===== src/rtl/ripple_carry_adder_pkg.sv =====
// Shared constants for the end-around-carry ripple adder.
package ripple_carry_adder_pkg;

  localparam int unsigned RCA_W_DEFAULT = 4;

endpackage


===== src/rtl/rca_full_adder.sv =====
// Single-bit full-adder cell used to build the ripple chain.
module rca_full_adder (
  input  logic in0,
  input  logic in1,
  input  logic cin,
  output logic sum,
  output logic cout
);

  assign sum  = in0 ^ in1 ^ cin;
  assign cout = (in0 & in1) | (in0 & cin) | (in1 & cin);

endmodule


===== src/rtl/ripple_carry_adder.sv =====
// W-bit ripple-carry adder with end-around carry, plus a one-cycle registered copy.
// Optional sticky carry flag enabled by defining RCA_STICKY_CARRY_EN.
module ripple_carry_adder
  import ripple_carry_adder_pkg::*;
#(
  parameter int unsigned W = RCA_W_DEFAULT
) (
  input  logic         clk,
  input  logic         reset_n,
  input  logic [W-1:0] in0,
  input  logic [W-1:0] in1,
  output logic [W-1:0] sum,
  output logic         cout,
  output logic [W-1:0] sum_q,
  output logic         cout_q
`ifdef RCA_STICKY_CARRY_EN
  ,
  output logic         carry_sticky
`endif
);

  logic [W:0]   carry;
  logic [W-1:0] raw;
  logic [W-1:0] inc_c;

  assign carry[0] = 1'b0;

  for (genvar i = 0; i < W; i++) begin : g_pass1
    rca_full_adder u_fa (
      .in0  (in0[i]),
      .in1  (in1[i]),
      .cin  (carry[i]),
      .sum  (raw[i]),
      .cout (carry[i+1])
    );
  end

  // Second pass folds the wrap carry back in; it cannot carry out, so the top carry is dropped.
  always_comb begin
    inc_c    = '0;
    inc_c[0] = carry[W];
    for (int i = 0; i < W - 1; i++) begin
      inc_c[i+1] = raw[i] & inc_c[i];
    end
  end

  assign sum  = raw ^ inc_c;
  assign cout = carry[W];

  always_ff @(posedge clk) begin
    if (!reset_n) begin
      sum_q  <= '0;
      cout_q <= 1'b0;
    end else begin
      sum_q  <= sum;
      cout_q <= cout;
    end
  end

`ifdef RCA_STICKY_CARRY_EN
  logic sticky_q;

  always_ff @(posedge clk) begin
    if (!reset_n) begin
      sticky_q <= 1'b0;
    end else if (cout) begin
      sticky_q <= 1'b1;
    end
  end

  assign carry_sticky = sticky_q;
`endif

endmodule


===== config.mk =====
export PLATFORM = sky130hd
export DESIGN_NAME = ripple_carry_adder
export DESIGN_NICKNAME = d
export VERILOG_FILES = /design/src/rtl/ripple_carry_adder_pkg.sv /design/src/rtl/rca_full_adder.sv /design/src/rtl/ripple_carry_adder.sv
export SDC_FILE = /design/constraint.sdc
export NUM_CORES = 1
export LEC_CHECK = 0
export CAP_MARGIN = 10
export CORE_AREA = 3 3 40 42
export CTS_CLUSTER_DIAMETER = 80
export CTS_CLUSTER_SIZE = 25
export DETAILED_ROUTE_END_ITERATION = 7
export DIE_AREA = 0 0 43 45
export PLACE_DENSITY_LB_ADDON = 0.3
export SYNTH_ARGS = -nofsm -noshare
export SYNTH_HDL_FRONTEND = slang
export SYNTH_SLANG_ARGS = --single-unit
export TNS_END_PERCENT = 5

===== constraint.sdc =====
create_clock -name clk -period 3 [get_ports clk]
set_clock_uncertainty 0.2 [all_clocks]
set_input_delay 0.45 -clock clk [delete_from_list [all_inputs] [get_ports clk]]
set_output_delay 0.45 -clock clk [all_outputs]
set_load 0.02 [all_outputs]

Yosys cells after proc, flatten, opt, wreduce, memory -nomap -nowiden. Cells that the tools add are included.

Bitwise gates (word level): 27.

Operators with widths (number): $and 1x1->1 (13); $xor 1x1->1 (7); $or 1x1->1 (6); $xor 4x4->4 (1).

Input bits: 10. Logic and storage cells: 29. Bits in registers: 5.

Longest topological paths before layout.
Depth in word-level cells: 14. Mapped depth: 11. Gate-level depth less buffers: 11.

Cells and area by module. From an unflattened synthesis, not the netlist that was laid out.

Cells, all modules: 19. Area, all modules: 261.5 um^2.

By module, submodules not included: ripple_carry_adder (times used 1, cells an instance 15, area each 181.4 um^2, seq. area each 100.1 um^2); rca_full_adder (times used 4, cells an instance 1, area each 20.0 um^2, seq. area each 0.0 um^2).

Worst setup path after synthesis. OpenSTA, ideal clock, no wires.

Path kind: input to output. From: input port in0[0]. To: output port sum[3]. Stages: 10. Path slack: -0.354 ns. Buffers on the path: 0. Data required time: 2.350 ns. Data arrival time: 2.704 ns. Cells stage by stage: ha_1 inv_1 fa_1 inv_1 fa_1 fa_1 ha_1 ha_1 ha_1 xor2_1.

Word-level cells in the longest chain between the ends: 14. Elaborated cells on any way between the ends: 21. Those cells by class: bitwise: 21.

RTL lines: start, declared (line ripple_carry_adder.sv:10) `input logic [W-1:0] in0,`; $and 1x1->1 * (line rca_full_adder.sv:11) `assign cout = (in0 & in1) | (in0 & cin) | (in1 & cin);`; $and 1x1->1 (line rca_full_adder.sv:11); $or 1x1->1 (line rca_full_adder.sv:11); $or 1x1->1 * (line rca_full_adder.sv:11); $and 1x1->1 (line rca_full_adder.sv:11); $or 1x1->1 (line rca_full_adder.sv:11); $or 1x1->1 * (line rca_full_adder.sv:11); $and 1x1->1 (line rca_full_adder.sv:11); $or 1x1->1 (line rca_full_adder.sv:11); $or 1x1->1 * (line rca_full_adder.sv:11); net cout (line ripple_carry_adder.sv:13) `output logic cout,`; $and 1x1->1 * (3 in series) (line ripple_carry_adder.sv:43) `inc_c[i+1] = raw[i] & inc_c[i];`; $xor 4x4->4 * (line ripple_carry_adder.sv:47) `assign sum = raw ^ inc_c;`; end, declared (line ripple_carry_adder.sv:12) `output logic [W-1:0] sum,`.

Mark *: on every way through the listed nets, which the timed path passes. The rest lies on a longest branch.

Final worst setup path.
From: input port in1[0]. To: output port sum[3].

Word-level cells in the longest chain between the ends: 14. Elaborated cells on any way between the ends: 21. Those cells by class: bitwise: 21.

RTL lines: start, declared (line ripple_carry_adder.sv:11) `input logic [W-1:0] in1,`; $and 1x1->1 (2 in series) (line rca_full_adder.sv:11); $or 1x1->1 (2 in series) (line rca_full_adder.sv:11); $and 1x1->1 (line rca_full_adder.sv:11); $or 1x1->1 (2 in series) (line rca_full_adder.sv:11); $and 1x1->1 (line rca_full_adder.sv:11); $or 1x1->1 (2 in series) (line rca_full_adder.sv:11); $and 1x1->1 (3 in series) (line ripple_carry_adder.sv:43); $xor 4x4->4 * (line ripple_carry_adder.sv:47).

Mark *: on every way between the ends. The rest lies on a longest branch, timed or not.

==> run summary <==
Run status
• finished with violations — status
• negative setup slack — violated checks

Placement
• 0.6079 — GP Congestion
• 563.3 um — half-perimeter wire length after detailed placement
• 561.8 um2 — placed standard-cell area
• 19 — count of input and output buffers

STA
• -0.1032 ns — setup slack after layout
• 3.103 ns — post-route minimum period
• 2 — # setup viols final
• 0.3223 GHz — Max Freq
• 0 — endpoints failing hold
• 85.75% — Slew headroom
• -0.1339 ns — final setup TNS
• 0.2131 ns — slew at the pin closest to its max-slew limit
• 103.4% — period utilisation layout
• 0 — Final Max Tran Viols
• true — RSZ-0062 raised after global routing

Clocking
• 5 — CTS sink count
• done — TritonCTS clock tree
• 2 — maximum clock insertion buffer count
• 1 — count of H-tree levels built during CTS
• sky130_fd_sc_hd__clkbuf_4 — root buffer cell
• 0.04 ns — post-CTS clock slew at the launch and capture registers of the worst setup and hold paths
• 0 — cts-stage hold buffer count
• 3 — total CTS buffers

Synthesis
• sky130_fd_sc_hd__dfxtp_1 — post-synth top area cell
• 37.21% — area share of the largest cell type after synthesis
• 6 — number of distinct library cells after synthesis
• 40 — net count after synthesis
• 269.0 um2 — total standard cell area after synthesis
• 0 — total number of yosys warnings
• 5 — flop and latch count out of synthesis
• 23 — Syn Inst Count
• sky130_fd_sc_hd__dfxtp_1 37%, sky130_fd_sc_hd__fa_1 22%, sky130_fd_sc_hd__ha_1 19% — largest cells by area after synthesis
• 37.21% — sequential share of the synthesized area
• 11.70 um2 — Mean Syn Cell Area

Final layout
• 0 — # diodes
• 121.4% — area overhead of the layout relative to synthesis
• 595.6 um2 — final instance area
• 66 — # nets final
• 45.83% — layout cells sized above 1
• 127 — number of filler cells placed in the layout

Detailed routing
• 621 um — sum of routed wire length over all layers
• 0 — DRC
• 4 — length of the first detailed-routing pass in iterations
• 3.921 — via density per instance
• 247 — Vias
• 9.857 um — routed length per placed instance
• 7 — number of DRC markers after the initial detailed-route iteration
• 0 — Detail Route Antenna Nets

GRT
• 0 — total global routing overflow
• 14.37% — met2 demand-to-capacity share in global routing
• 8.201% — global-route total usage across every layer
• 7.824% — fraction of met1 tracks used by global routing
• 0 — initial antenna violation count
• 4.781% — grt met3 use
• 1110 um — wire length of the first global-routing pass
• 6 — largest net degree at the start of global routing
• 283 — number of global-route vias before repair
• met2 — peak-usage layer in the global routing report

Floorplan
• 20 — top-level port count
• 13 — placement row count
• 43 um — chip width
• 20.93% — initial cell density of the core
• 0.001935 mm2 — Total Die Area
• 0.001285 mm2 — Placeable Area
• 45 um — Die Span Y

Setup path
• 2.45 ns — worst path arrival time
• 2.35 ns — WP data required
• 2 — Critical Path Fanout Max
• in2out — crit path kind
• primary input — type of element launching the critical path
• output pin — type of element capturing the critical path

Power and ir drop
• 514.5 mW/mm2 — Power Density
• 0.2481 nW — static leakage
• 0.2051 mV — worst supply voltage drop on vdd

Min path
• in2reg — Worst Hold Class

Run
• 0 — maximum capacitance violations

cell usage in the layout, fill, tap and decap left out, drive strengths merged:
cell	Yosys	layout
clkdlybuf4s50	0	10
clkbuf	0	4
and2	5	5
dlygate4sd2	0	3
buf	0	7
clkdlybuf4s15	0	1
inv	5	5
xor2	1	1
ha	4	4
fa	3	3
dfxtp	5	5
cells by family (layout without fill, tap and decap cells):
family | count (synthesis) | in the layout | share of synthesized area (%)
adder cells (fa/ha/maj) | 7 | 7 | 40.93
buffers and inverters | 5 | 30 | 6.977
AND/OR/NAND/NOR | 5 | 5 | 11.63
XOR/XNOR | 1 | 1 | 3.256
flip-flops | 5 | 5 | 37.21
Yosys cell counts:
cell / instances
sky130_fd_sc_hd__fa_1: 3
sky130_fd_sc_hd__and2_1: 5
sky130_fd_sc_hd__xor2_1: 1
sky130_fd_sc_hd__ha_1: 4
sky130_fd_sc_hd__dfxtp_1: 5
sky130_fd_sc_hd__inv_1: 5
flip-flops by register name, indices dropped and copies added, names as in the netlist:
| register | flops |
|---|---|
| sum_q | 4 |
| cout_q | 1 |
per-stage QoR:
step	instances	hold WS, ns	worst slack (ns)	total power [mW]	util (%)
after floorplan	23	0.3717	-0.02225	0.1724	-
after global placement	58	0.9130	-0.9927	0.2295	43.72
after detailed placement	58	0.9216	-1.032	0.2333	43.72
after CTS	63	0.4734	-0.1152	0.3129	46.06
after global routing	63	0.5077	-0.1730	0.3296	46.35
final	63	0.4732	-0.1032	0.3064	46.35
worst paths after layout:
check	from	to	slack [ns]	cells past startpoint
max	in1[0]	sum[3]	-0.10	12
min	in0[0]	sum_q[0]	0.47	4
routing by layer:
layer / vias to the layer above / routed length (um)
met5: - / 0
met2: 15 / 344
li1: 116 / -
met1: 116 / 224
met4: 0 / 0
met3: 0 / 52
area by class of cell:
type                    count  area (um2)  area share, %
inverters                   5       18.77          3.151
multi-input cells          13       226.5          38.03
well taps                  15       18.77          3.151
flip-flops and latches      5       100.1          16.81
repair buffers             21       205.2          34.45
clock buffers               4       26.28          4.412
timing repair:
action	in CTS	in global routing
resized for setup	33	1
pin swaps	7	0
endpoints found under the setup margin	6	2
buffers inserted	1	0
where the power goes:
group          total [mW]  leakage, nW  switching [mW]  internal (mW)
clock              0.0762       0.0150          0.0260         0.0502
combinational       0.152        0.191          0.0694         0.0828
sequential         0.0780       0.0417         0.00208         0.0760
total               0.306        0.248          0.0975          0.209
critical path: stages:
cell                     delay [ns]
sky130_fd_sc_hd__buf_8         0.10
sky130_fd_sc_hd__ha_4          0.14
sky130_fd_sc_hd__inv_2         0.05
sky130_fd_sc_hd__fa_2          0.20
sky130_fd_sc_hd__inv_2         0.04
sky130_fd_sc_hd__fa_2          0.33
sky130_fd_sc_hd__fa_2          0.37
sky130_fd_sc_hd__ha_4          0.18
sky130_fd_sc_hd__ha_4          0.15
sky130_fd_sc_hd__ha_4          0.16
sky130_fd_sc_hd__xor2_4        0.15
sky130_fd_sc_hd__buf_6         0.13
Note: power is estimated with default switching activity, not from simulation.
